`config.mk`:
```
export PLATFORM = sky130hd
export DESIGN_NAME = cbus_arbiter
export DESIGN_NICKNAME = d
export VERILOG_FILES = /design/src/rtl/cbus_arbiter.sv
export SDC_FILE = /design/constraint.sdc
export NUM_CORES = 1
export LEC_CHECK = 0
export BUFFER_PORTS_ARGS = -buffer_cell sky130_fd_sc_hd__buf_2
export CAP_MARGIN = 10
export CORE_AREA = 2 2 209 211
export CTS_CLUSTER_SIZE = 28
export DETAILED_ROUTE_END_ITERATION = 10
export DIE_AREA = 0 0 211 213
export SLEW_MARGIN = 0
export SYNTH_ARGS = -nofsm -noshare
export SYNTH_HDL_FRONTEND = slang
export SYNTH_SLANG_ARGS = --single-unit
```
`constraint.sdc`:
```
create_clock -name clk -period 1.6 [get_ports clk]
set_input_delay 0.24 -clock clk [delete_from_list [all_inputs] [get_ports clk]]
set_output_delay 0.24 -clock clk [all_outputs]
set_load 0.01 [all_outputs]
```
`src/rtl/cbus_arbiter.sv`:
```
// Round-robin arbiter merging per-master cbus requests onto one memory-side cbus.
// A grant covers a whole transaction and is released only on the final ready&&last beat.
package cbus_pkg;
    // len encodes beats-1, so a transaction carries len+1 beats
    typedef enum logic [3:0] {
        MLEN1  = 4'd0,
        MLEN2  = 4'd1,
        MLEN4  = 4'd3,
        MLEN8  = 4'd7,
        MLEN16 = 4'd15
    } mlen_t;

    typedef enum logic {
        FIXED = 1'b0,
        INCR  = 1'b1
    } burst_t;

    typedef enum logic {
        ARB_IDLE = 1'b0,
        ARB_BUSY = 1'b1
    } arb_state_t;

    typedef struct packed {
        logic        valid;
        logic        is_write;
        logic [2:0]  size;
        logic [31:0] addr;
        logic [7:0]  strobe;
        logic [63:0] data;
        mlen_t       len;
        burst_t      burst;
    } cbus_req_t;

    typedef struct packed {
        logic        ready;
        logic        last;
        logic [63:0] data;
    } cbus_resp_t;
endpackage

module cbus_arbiter
    import cbus_pkg::*;
#(
    parameter  int NUM_REQ = 2,
    localparam int IDX_W   = $clog2(NUM_REQ)
) (
    input  logic             clk,
    input  logic             reset,
    input  cbus_req_t        ireqs  [NUM_REQ],
    output cbus_resp_t       iresps [NUM_REQ],
    output cbus_req_t        oreq,
    input  cbus_resp_t       oresp,
    output arb_state_t       o_dbg_state,
    output logic [IDX_W-1:0] o_dbg_sel
);

    // Handshake: a master raises valid and holds it until its transaction ends; each
    // cycle with ready=1 is one accepted beat, and ready&&last marks the final beat.

    arb_state_t       r_state;
    arb_state_t       w_next_state;
    logic [IDX_W-1:0] r_sel;
    logic [IDX_W-1:0] r_prev;
    logic [IDX_W-1:0] w_pick;
    logic [IDX_W-1:0] w_cand;
    logic             w_found;

    // Scan prev+1, prev+2, ... with wrap; the first valid port wins
    always_comb begin : rr_scan
        w_found = 1'b0;
        w_pick  = r_prev;
        w_cand  = r_prev;
        for (int k = 1; k <= NUM_REQ; k++) begin
            w_cand = IDX_W'((int'(r_prev) + k) % NUM_REQ);
            if (!w_found && ireqs[w_cand].valid) begin
                w_found = 1'b1;
                w_pick  = w_cand;
            end
        end
    end

    always_comb begin : fsm_out
        w_next_state = r_state;
        oreq         = '0;
        for (int j = 0; j < NUM_REQ; j++) begin
            iresps[j] = '0;
        end
        case (r_state)
            ARB_IDLE: begin
                if (w_found) begin
                    w_next_state = ARB_BUSY;
                end
            end
            ARB_BUSY: begin
                // oreq depends only on ireqs and r_sel, never on oresp
                oreq          = ireqs[r_sel];
                iresps[r_sel] = oresp;
                if (oresp.ready && oresp.last) begin
                    w_next_state = ARB_IDLE;
                end
            end
        endcase
    end

    always_ff @(posedge clk or negedge reset) begin
        if (!reset) begin
            r_state <= ARB_IDLE;
            r_sel   <= '0;
            r_prev  <= IDX_W'(NUM_REQ - 1);
        end else begin
            r_state <= w_next_state;
            if (r_state == ARB_IDLE && w_found) begin
                r_sel  <= w_pick;
                r_prev <= w_pick;
            end
        end
    end

    assign o_dbg_state = r_state;
    assign o_dbg_sel   = r_sel;

endmodule
```
==> run summary <==
end-of-flow core utilization = 16.3%
I/O pin total = 544
fin crit period = 1.82 ns
# diodes = 0
worst-path cell chain = and2b_4 -> buf_12 -> and2_1 -> buf_2
drc violations = 0
I/O Buffers = 543
status = finished, violations left
WS Path Type = reg -> out
Fmax = 551 MHz
# rows = 76
Area after DPL = 6270 µm²
Power Density = 815 nW/µm²
Syn. warnings = 0
# clock sinks = 3
Slew HR = 87.9%
total CTS buffers = 3
setup slack, reg-to-reg = 0.32 ns
Crit-path slowest cell = dfrtp_4
initial DRC count = 231
worst path required time = 1.36 ns
Crit path largest cell delay = 0.50 ns
Cells on Worst Hold Path = 2
Post-Syn Nets = 715
clk_skew = 0.00295 ns
via/cell ratio = 3.28
Max Cap Viol = 0
CP Launch Type = flop
Core Region = 42700 µm²
worst r2r path cells = 4
HP Start = oresp[65]
Pre-antenna DRT Iters = 4
H-tree depth = 1
die area = 44900 µm²
Worst-Skew Late Latency = 0.22 ns
initial antenna violation count = 2
post-synthesis register bit count = 3
RSZ-0062 raised after global routing = yes
Routed wire per std cell = 12.5 µm
overall global routing resource usage = 6.87%
synth-to-layout area growth = 146%
gpl congestion = 0.857
mapped cell area = 2830 µm²
Die W = 211 µm
top-area cell type share of the netlist area = 40.4%
die height = 213 µm
Final Setup Violations = 237
final WL = 18.9 mm
CP Data Arrival Time = 1.58 ns
via count = 4978
Setup WS post-layout = -0.216 ns
Slew @ Worst Pin = 0.176 ns
met3 WL = 1.45 mm
CTS max path bufs = 2
metal2 WL = 9.54 mm
hold path endpoint = o_dbg_state
gr ovfl total = 0
CP endpoint kind = output pin
WHS = 0.252 ns
failing checks = negative setup slack
Synth Instances = 419
Synth cell types = 21
Reg2Reg Launch Point = o_dbg_state
largest net degree at the start of global routing = 48
CTS tree = yes
Buf/Inv on CP = 2
DRT met1 WL = 7.55 mm
initial core utilization = 6.62%
cell area after layout = 6950 µm²
Fin. Hold Viols = 0
synth top area cells = mux2i_1 (40%), nor2_1 (15%), and2_1 (15%)
Synth area leader = mux2i_1
Largest delay share family, worst path = simple AND/OR/NAND/NOR gates
VDD IR-drop max = 0.000391 V
share of cells above drive strength 1 = 64.7%
nets@finish = 1270
Worst Path Max Fanout = 38
Root Driver = clkbuf_16
post-synthesis sequential area ratio = 2.70%
first-pass GRT wire length = 23.8 mm
vias in the first global route = 4195
Slew Viols, Final = 0
HPWL after DPL = 15.7 mm
Clock transition at path regs = 0.03 ns
highest metal used = met4
final period utilization = 113%
Avg Cell Area, Syn = 6.75 µm²
Critical R2R Capture = o_dbg_sel
antenna-violating nets left = 0
worst min-delay path class = in -> reg
Pleak = 4.25 nW
[flip-flops by register name, summed over array words and instances, names as in the netlist]
name         cells
r_prev           1
o_dbg_state      1
o_dbg_sel        1
[through the flow]
step / setup WS (ns) / total power, W / instances / setup TNS [ns]
after floorplan: 0.220 / 0.00270 / 419 / 0
after global placement: -0.0834 / 0.00448 / 1495 / -0.143
after detailed placement: -0.0857 / 0.00447 / 1495 / -0.150
after CTS: -0.207 / 0.00534 / 1512 / -27.27
after global routing: -0.270 / 0.00608 / 1519 / -40.75
final: -0.216 / 0.00567 / 1519 / -26.62
[power by group]
group | total [W] | leakage (nW) | internal, W | switching (W)
sequential | 0.000130 | 0.0309 | 0.000106 | 0.0000240
clock | 0.000396 | 0.0382 | 0.000329 | 0.0000673
combinational | 0.00514 | 4.18 | 0.00270 | 0.00244
[layout make-up]
| type | count | area [µm²] |
|---|---|---|
| Inverter | 1 | 8.76 |
| Fill cell | 4906 | 35700 |
| Clock buffer | 4 | 78.8 |
| Sequential cell | 3 | 81.3 |
| Tap cell | 546 | 683 |
| Multi-Input combinational cell | 368 | 2570 |
| Timing Repair Buffer | 597 | 3530 |
[how the worst max path moves through the flow]
stage / from / to / slack [ns] / depth (start not counted)
3_5_place_dp: o_dbg_sel / oreq[24] / -0.09 / 5
3_3_place_gp: o_dbg_sel / oreq[24] / -0.08 / 5
4_1_cts: o_dbg_sel / oreq[113] / -0.21 / 6
2_1_floorplan: o_dbg_state / iresps[100] / 0.22 / 5
6_report: o_dbg_sel / iresps[119] / -0.22 / 4
5_1_grt: o_dbg_sel / iresps[119] / -0.27 / 4
[timing repair]
item,in CTS,in global routing
pin swaps,0,16
setup endpoints to repair,180,246
cloned,3,2
gates resized for setup,27,56
endpoints found under the hold margin,2,0
hold buffers,1,0
buffers inserted,9,7
[worst reg2reg max path: cells and delay by family, from the launching register on]
family          cells  cell delay (ns)
flops               1             0.45
compound gates      1             0.21
simple gates        1             0.15
buf+inv             2             0.34
[cells in the final DEF (no fill, tap or decap)]
cell	instances
and3_1	65
buf_6	27
dfstp_2	1
buf_12	7
dfrtp_2	1
buf_16	2
a31oi_1	1
clkbuf_1	1
dfrtp_4	1
and3_4	1
mux2i_1	108
nor3b_1	1
and2b_4	1
nand2b_1	1
inv_6	1
and2_1	47
buf_2	522
bufbuf_16	1
buf_8	8
nor3_1	1
buf_4	27
dlygate4sd3_1	1
a21o_1	1
clkbuf_16	5
and2_4	19
nand2_1	1
mux2i_2	1
nor2_1	114
mux2i_4	5
a32o_1	1
[layer usage]
layer	global-route usage [%]	vias up
met3	0.809	12
li1	-	2528
met4	1.70	0
met1	8.75	2145
met2	12.3	293
met5	0	-
[synthesized netlist by cell type]
master and number:
buf_2 8, buf_6 3, and3_1 66, a21o_1 1, dfrtp_1 2, dfstp_2 1
and2b_4 1, nor3b_1 1, inv_2 1, a32o_1 1, a31oi_1 1, buf_4 8
nand2b_1 1, nor3_1 1, buf_8 4, nor2_1 114, mux2i_1 114, nand2_1 1
clkbuf_1 15, and2_1 66, clkbuf_2 9
[cells by family (layout without fill, tap and decap cells)]
| kind of cell | count (synthesis) | after routing | synth area share, % |
|---|---|---|---|
| AND/OR/NAND/NOR | 251 | 251 | 45.5 |
| buffers and inverters | 48 | 602 | 10.6 |
| flip-flops | 3 | 3 | 2.70 |
| AO/OA/AOI/OAI | 3 | 3 | 0.841 |
| multiplexers | 114 | 114 | 40.4 |
No activity file was read; power rests on OpenSTA's default activity.
